**config.mk**
```make
export PLATFORM = sky130hd
export DESIGN_NAME = gpio_wb_multi
export DESIGN_NICKNAME = d
export VERILOG_FILES = /design/src/rtl/gpio_wb_multi.sv
export SDC_FILE = /design/constraint.sdc
export NUM_CORES = 1
export LEC_CHECK = 0
export BUFFER_PORTS_ARGS = -buffer_cell sky130_fd_sc_hd__buf_4
export CAP_MARGIN = 10
export CORE_ASPECT_RATIO = 1.75
export CORE_MARGIN = 8
export CORE_UTILIZATION = 45
export CTS_BUF_LIST = sky130_fd_sc_hd__clkbuf_4
export DETAILED_ROUTE_END_ITERATION = 6
export GPL_ROUTABILITY_DRIVEN = 0
export MAX_ROUTING_LAYER = met4
export PLACE_DENSITY = 0.81
export SETUP_SLACK_MARGIN = 0.5
export SLEW_MARGIN = 15
export SYNTH_ARGS = -nofsm -noshare
export SYNTH_HDL_FRONTEND = slang
export SYNTH_SLANG_ARGS = --single-unit
```
**constraint.sdc**
```tcl
create_clock -name clk -period 2.55 [get_ports clk]
set_clock_uncertainty 0.1 [all_clocks]
set_input_delay 0.51 -clock clk [delete_from_list [all_inputs] [get_ports clk]]
set_output_delay 0.51 -clock clk [all_outputs]
set_load 0.03 [all_outputs]
```
**src/rtl/gpio_wb_multi.sv**
```systemverilog
// Wishbone GPIO bank: OUT/DIR/IN, atomic SET/CLR, per-pin edge interrupts; GPIO_DEBOUNCE_EN adds input filtering.
// Latency: ack and read data one cycle after cyc&stb; writes land on the same edge that raises ack.
// Backpressure: none; stall is tied low and every request is acked in order.
module gpio_wb_multi #(
    parameter int WIDTH           = 8,
    parameter int ADDR_LSB        = 2,
    parameter int DEBOUNCE_CYCLES = 16
) (
    input  logic             clk,
    input  logic             rst,
    input  logic             wb_cyc_i,
    input  logic             wb_stb_i,
    input  logic             wb_we_i,
    input  logic [31:0]      wb_adr_i,
    input  logic [31:0]      wb_dat_i,
    input  logic [3:0]       wb_sel_i,
    output logic             wb_ack_o,
    output logic             wb_err_o,
    output logic             wb_stall_o,
    output logic [31:0]      wb_dat_o,
    input  logic [WIDTH-1:0] gpio_i,
    output logic [WIDTH-1:0] gpio_o,
    output logic [WIDTH-1:0] gpio_oe_o,
    output logic             irq_o
);

    localparam logic [7:0] MAPPED = 8'hFF;
    localparam int CW = $clog2(DEBOUNCE_CYCLES + 1);

    localparam logic [2:0] IDX_OUT  = 3'd0;
    localparam logic [2:0] IDX_DIR  = 3'd1;
    localparam logic [2:0] IDX_IN   = 3'd2;
    localparam logic [2:0] IDX_SET  = 3'd3;
    localparam logic [2:0] IDX_CLR  = 3'd4;
    localparam logic [2:0] IDX_EN   = 3'd5;
    localparam logic [2:0] IDX_POL  = 3'd6;
    localparam logic [2:0] IDX_STAT = 3'd7;

    logic             w_req;
    logic             w_wr;
    logic             w_mapped;
    logic [2:0]       w_idx;
    logic [31:0]      w_bmask;
    logic [WIDTH-1:0] w_wmask;
    logic [WIDTH-1:0] w_wdat;
    logic [WIDTH-1:0] w_w1c;
    logic [WIDTH-1:0] w_filt;
    logic [WIDTH-1:0] w_rise;
    logic [WIDTH-1:0] w_fall;
    logic [WIDTH-1:0] w_hit;
    logic [31:0]      w_rd;
    logic             w_unused;

    logic             r_ack;
    logic             r_err;
    logic [31:0]      r_dat;
    logic [WIDTH-1:0] r_out;
    logic [WIDTH-1:0] r_dir;
    logic [WIDTH-1:0] r_en;
    logic [WIDTH-1:0] r_pol;
    logic [WIDTH-1:0] r_stat;
    logic [WIDTH-1:0] r_sync1;
    logic [WIDTH-1:0] r_sync2;
    logic [WIDTH-1:0] r_prev;
    logic             r_irq;

    assign w_req    = wb_cyc_i & wb_stb_i;
    assign w_idx    = wb_adr_i[ADDR_LSB+2:ADDR_LSB];
    assign w_mapped = MAPPED[w_idx];
    assign w_wr     = w_req & wb_we_i & w_mapped;
    assign w_bmask  = {{8{wb_sel_i[3]}}, {8{wb_sel_i[2]}}, {8{wb_sel_i[1]}}, {8{wb_sel_i[0]}}};
    assign w_wmask  = w_bmask[WIDTH-1:0];
    assign w_wdat   = wb_dat_i[WIDTH-1:0] & w_wmask;
    assign w_w1c    = (w_wr && w_idx == IDX_STAT) ? w_wdat : '0;
    assign w_unused = &{1'b0, wb_adr_i, wb_dat_i, w_bmask};

    always_comb begin
        w_rd = '0;
        case (w_idx)
            IDX_OUT:  w_rd[WIDTH-1:0] = r_out;
            IDX_DIR:  w_rd[WIDTH-1:0] = r_dir;
            IDX_IN:   w_rd[WIDTH-1:0] = w_filt;
            IDX_EN:   w_rd[WIDTH-1:0] = r_en;
            IDX_POL:  w_rd[WIDTH-1:0] = r_pol;
            IDX_STAT: w_rd[WIDTH-1:0] = r_stat;
            default:  w_rd = '0;
        endcase
    end

    always_ff @(posedge clk or negedge rst) begin
        if (!rst) begin
            r_ack <= 1'b0;
            r_err <= 1'b0;
            r_dat <= '0;
        end else begin
            r_ack <= w_req & w_mapped;
            r_err <= w_req & ~w_mapped;
            r_dat <= (w_req && !wb_we_i && w_mapped) ? w_rd : '0;
        end
    end

    // Writes to IN and unlisted indices fall through the default and are only acked.
    always_ff @(posedge clk or negedge rst) begin
        if (!rst) begin
            r_out <= '0;
            r_dir <= '0;
            r_en  <= '0;
            r_pol <= '0;
        end else if (w_wr) begin
            case (w_idx)
                IDX_OUT: r_out <= (r_out & ~w_wmask) | w_wdat;
                IDX_DIR: r_dir <= (r_dir & ~w_wmask) | w_wdat;
                IDX_SET: r_out <= r_out | w_wdat;
                IDX_CLR: r_out <= r_out & ~w_wdat;
                IDX_EN:  r_en  <= (r_en & ~w_wmask) | w_wdat;
                IDX_POL: r_pol <= (r_pol & ~w_wmask) | w_wdat;
                default: ;
            endcase
        end
    end

    always_ff @(posedge clk or negedge rst) begin
        if (!rst) begin
            r_sync1 <= '0;
            r_sync2 <= '0;
            r_prev  <= '0;
        end else begin
            r_sync1 <= gpio_i;
            r_sync2 <= r_sync1;
            r_prev  <= w_filt;
        end
    end

`ifdef GPIO_DEBOUNCE_EN
    logic [WIDTH-1:0] r_filt;
    logic [CW-1:0]    r_cnt [WIDTH];

    // Count only while the input disagrees with the filtered value; any return resets the count.
    always_ff @(posedge clk or negedge rst) begin
        if (!rst) begin
            r_filt <= '0;
            for (int i = 0; i < WIDTH; i++) r_cnt[i] <= '0;
        end else begin
            for (int i = 0; i < WIDTH; i++) begin
                if (r_sync2[i] == r_filt[i]) begin
                    r_cnt[i] <= '0;
                end else if (r_cnt[i] == CW'(DEBOUNCE_CYCLES - 1)) begin
                    r_filt[i] <= r_sync2[i];
                    r_cnt[i]  <= '0;
                end else begin
                    r_cnt[i] <= r_cnt[i] + 1'b1;
                end
            end
        end
    end

    assign w_filt = r_filt;
`else
    assign w_filt = r_sync2;
`endif

    assign w_rise = w_filt & ~r_prev;
    assign w_fall = ~w_filt & r_prev;
    assign w_hit  = (w_rise & r_pol) | (w_fall & ~r_pol);

    // A new edge overrides a same-cycle write-1-to-clear.
    always_ff @(posedge clk or negedge rst) begin
        if (!rst) begin
            r_stat <= '0;
            r_irq  <= 1'b0;
        end else begin
            r_stat <= (r_stat & ~w_w1c) | w_hit;
            r_irq  <= |(r_stat & r_en);
        end
    end

    assign wb_ack_o   = r_ack;
    assign wb_err_o   = r_err;
    assign wb_stall_o = 1'b0;
    assign wb_dat_o   = r_dat;
    assign gpio_o     = r_out;
    assign gpio_oe_o  = r_dir;
    assign irq_o      = r_irq;

endmodule

```
Word-level counts from Yosys, hierarchy flattened
Memories as Yosys holds them, arrays and structs flattened.
Cells that the tools add are included.

word-level totals
  bits in registers = 75
  memory bits (read-only) = 8
  output and inout port bits = 52
  logic and storage cells = 68
  memories = 1

cells by class
  magnitude comparators = 1
  equality and inequality tests = 7
  mux-type cells = 5
  bitwise logic cells = 31
  reductions and logical operators = 11

memory list
  memory           depth  bits a word  rd ports  clocked after memory_dff  write ports  RTL line  text
  (no name shown)  8      1            1         0                         0            69        assign w_mapped = MAPPED[w_idx];

operator list
  kind                count
  $and 8x8->8         12
  $or 8x8->8          7
  $not 8->8           6
  $pmux 8 s6          1
  $pmux 8 s3          1
  $mux 8              2
  $eq 3x3->1 const B  4
  $reduce_and 2->1    4
  $reduce_or 8->1     1
  $eq 3x2->1 const B  2
  $and 1x1->1         5
  $lt 3x4->1 const B  1
  $eq 3x1->1 const B  1
  $logic_and 1x1->1   3
  $logic_not 3->1     1
  $reduce_bool 3->1   1
  $logic_not 1->1     1
  $mux 1              1
  $not 1->1           1

Logic depth before layout (Yosys ltp)
  depth after elaboration = 8
  depth in mapped cells = 6
  gate-level depth less buffers = 3

Least setup slack after synthesis
No wires, ideal clock.

  path type = input to register
  start point = in wb_adr_i[2]
  end point = reg r_dat[2], in the netlist wb_dat_o[2]
  setup time = 0.080 ns
  data arrival time = 1.738 ns
  data required time = 2.370 ns
  slack = 0.632 ns
  stages on the path = 6
  buffers on the path = 3
  cell sequence = buf_2 -> and3b_1 -> buf_6 -> or4b_4 -> buf_6 -> nor3_2

on the way
  cells in the longest elaborated chain, start to end = 4

ends and longest elaborated chain
  element                       RTL line  text
  start, declared               14        input logic [31:0] wb_adr_i,
  $mem_v2 8x1                   --
  $mux 1 (not written as such)  69
  $logic_and 1x1->1             98        r_dat <= (w_req && !wb_we_i && w_mapped) ? w_rd : '0;
  $mux 8 *                      98
  end signal, assigned          98
  end, declared                 56        logic [31:0] r_dat;

Every way passes the cells marked *; elsewhere a longest branch is shown, timed or not. The select of a mux whose other input is x is not followed.
A chain may end at the register's enable or synchronous reset.

Worst setup path after layout
  start point = in wb_adr_i[3]
  end point = reg r_dat[5], in the netlist wb_dat_o[5]

Same word-level chain as after synthesis.

==> impl_metrics.json <==
{
  "outcome": "finished, final reports clean",
  "nets": 417,
  "p_per_area_mw_per_mm2": 647,
  "drive_above_1_share": 0.361,
  "die-area_mm2": 0.0107,
  "root_buffer": "clkbuf_4",
  "wl_mm": 8.11,
  "antenna_found_initial": 1,
  "fin_tns_setup_ns": 0,
  "die_h_um": 131,
  "start_util": 0.456,
  "cp-end-kind": "flop",
  "mostFrequentLayoutCell": "dfrtp_1",
  "hpwlAfterDp_mm": 5.87,
  "track_usage": 0.165,
  "drc": 0,
  "worstHoldStart": "gpio_i[6]",
  "num_rows": 42,
  "grt_max_degree": 46,
  "yosysSeqAreaShare": 0.544,
  "final_cell_mix": "74 x dfrtp_1, 59 x buf_4, 39 x mux2_2, 26 x conb_1, 24 x nand2_1",
  "grt_pass1_vias": 2613,
  "combinationalPowerShare": 0.177,
  "vias": 2438,
  "grt_setup_unrepaired": "false",
  "seqPwrFrac": 0.518,
  "synth_top_area_share": 0.544,
  "reg2reg_to": "wb_dat_o[5]",
  "netlist_instances": 280,
  "power_mw": 2.56,
  "max_freq_mhz": 596,
  "period_share": 0.659,
  "insertion_delay_ns": 0.42,
  "ir_drop_mv": 0.414,
  "ys_warn_count": 0,
  "swShare": 0.286,
  "timing.critical_path.to": "wb_dat_o[5]",
  "worst-r2r-cell-count": 3,
  "tritoncts": "done",
  "ys_types": 39,
  "vias_per_cell": 5.67,
  "cts_buffers": 9,
  "synth-edff-count": 0,
  "area_delta_synth_final_pct": 16.1,
  "synth_area_mm2": 0.00340,
  "cts_sinks": 74,
  "hold_slack_ns": 0.0877,
  "wl_per_cell_um": 18.9,
  "post-route-min-period_ns": 1.68,
  "htreeDepth": 3,
  "hold_class": "in2reg",
  "slew_viol_final": 0,
  "internal-power_mw": 1.83,
  "path_class": "in2reg",
  "p_switching_mw": 0.732,
  "cp_max_fo": 19,
  "drt_first_iter_violations": 305,
  "io_buffer_count": 50,
  "cp.arrival_ns": 1.92,
  "r2r_slack_ns": 1.14,
  "grt_pass1_wl_mm": 13.0,
  "synth_area_leader_cell": "dfrtp_1",
  "clockBufferDepth": 2,
  "finish.utilization": 0.530,
  "start_kind": "primary input",
  "syn_area_per_cell_um2": 12.2,
  "relSlewSlack": 0.595,
  "dieWidth_um": 81.7,
  "synth_seq_cells": 74,
  "core_mm2": 0.00746,
  "clkPwrFrac": 0.305,
  "ant_nets": 0,
  "r2r_start": "gpio_o[5]",
  "hold_viol_final": 0,
  "ios": 133,
  "async_reset_ff_frac": 1.00,
  "synthFlopType": "dfrtp_1",
  "grt_overflow": 0,
  "netlist_top_cells_area": "dfrtp_1 54%, mux2_2 13%, buf_4 6.0%",
  "max_cap_viol_count": 0,
  "setup_viol": 0,
  "power.leakage_nw": 1.82,
  "max_slew.worst_pin.slew_ns": 0.605,
  "crit_required_ns": 2.79,
  "crit_start": "wb_adr_i[3]",
  "first_pass_iters": 4,
  "clk_pin_slew_ns": 0.12
}
==> worst min path at each step <==
stage                            end  slack (ns)  depth (start not counted)
final                     r_sync1[6]        0.09                          1
after global routing      r_sync1[4]        0.06                          1
after CTS                 r_sync1[6]        0.06                          1
after detailed placement  r_sync2[7]        0.24                          0
after global placement    r_sync2[5]        0.23                          0
after floorplan            async pin        0.11                          0
==> cells in the mapped netlist (3+ instances only) <==
cell and n:
clkbuf_1 8, a221oi_1 8, buf_2 3, nand3b_1 3, nor2_1 10, o311ai_0 8
nor3_2 3, buf_4 27, o221ai_1 8, o211ai_1 8, buf_6 3, a211oi_2 3
a22oi_1 7, o31ai_1 8, mux2_2 39, nand3_1 4, dfrtp_1 74, nand2_1 24
inv_1 10
==> layout make-up <==
| class | count | area, µm² |
|---|---|---|
| Sequential cell | 74 | 1850 |
| Clock inverter | 7 | 83.8 |
| Antenna cell | 1 | 2.50 |
| Fill cell | 670 | 3510 |
| Inverter | 10 | 37.5 |
| Clock buffer | 9 | 67.6 |
| Timing Repair Buffer | 61 | 473 |
| Multi-Input combinational cell | 180 | 1330 |
| Tap cell | 88 | 110 |
==> through the flow <==
stage / area (µm²) / instances / setup WS [ns]
final: 3950 / 430 / 0.871
after global routing: 3950 / 430 / 0.840
after CTS: 3950 / 429 / 0.851
after detailed placement: 3790 / 412 / 0.445
after global placement: 3790 / 412 / 0.426
after floorplan: 3500 / 305 / 0.632
==> worst max-delay path, stage by stage <==
cell      delay [ns]
buf_4           0.18
and3b_1         0.32
or4b_4          0.68
a211oi_2        0.21
==> timing repair <==
item	in CTS	in global routing
hold endpoints to repair	44	0
setup buffers	0	0
setup endpoints to repair	0	0
gates resized for setup	0	0
hold buffers	1	0
==> kinds of logic after synthesis <==
logic type,synth area share
multiplexers,0.132
flip-flops,0.544
buffers and inverters,0.0938
AND/OR/NAND/NOR,0.0901
other,0.00110
AO/OA/AOI/OAI,0.139
==> power by group through the flow <==
stage	Clock (mW)	Combinational (mW)	Sequential, mW
after floorplan	0	0.264	1.39
final	0.781	0.453	1.32
after global routing	0.846	0.490	1.34
after detailed placement	0	0.450	1.35
after global placement	0	0.439	1.34
after CTS	0.805	0.453	1.32
==> routing by layer <==
metal  track usage  routed length, µm  up-vias  share of wire
met4         0.107                337        0          0.042
met3        0.0459                699       31          0.086
met2         0.253               4060      135           0.50
met5             -                  0        -              0
met1         0.183               3010     1175           0.37
li1              -                  -     1097              -
No activity file was read; power rests on OpenSTA's default activity.
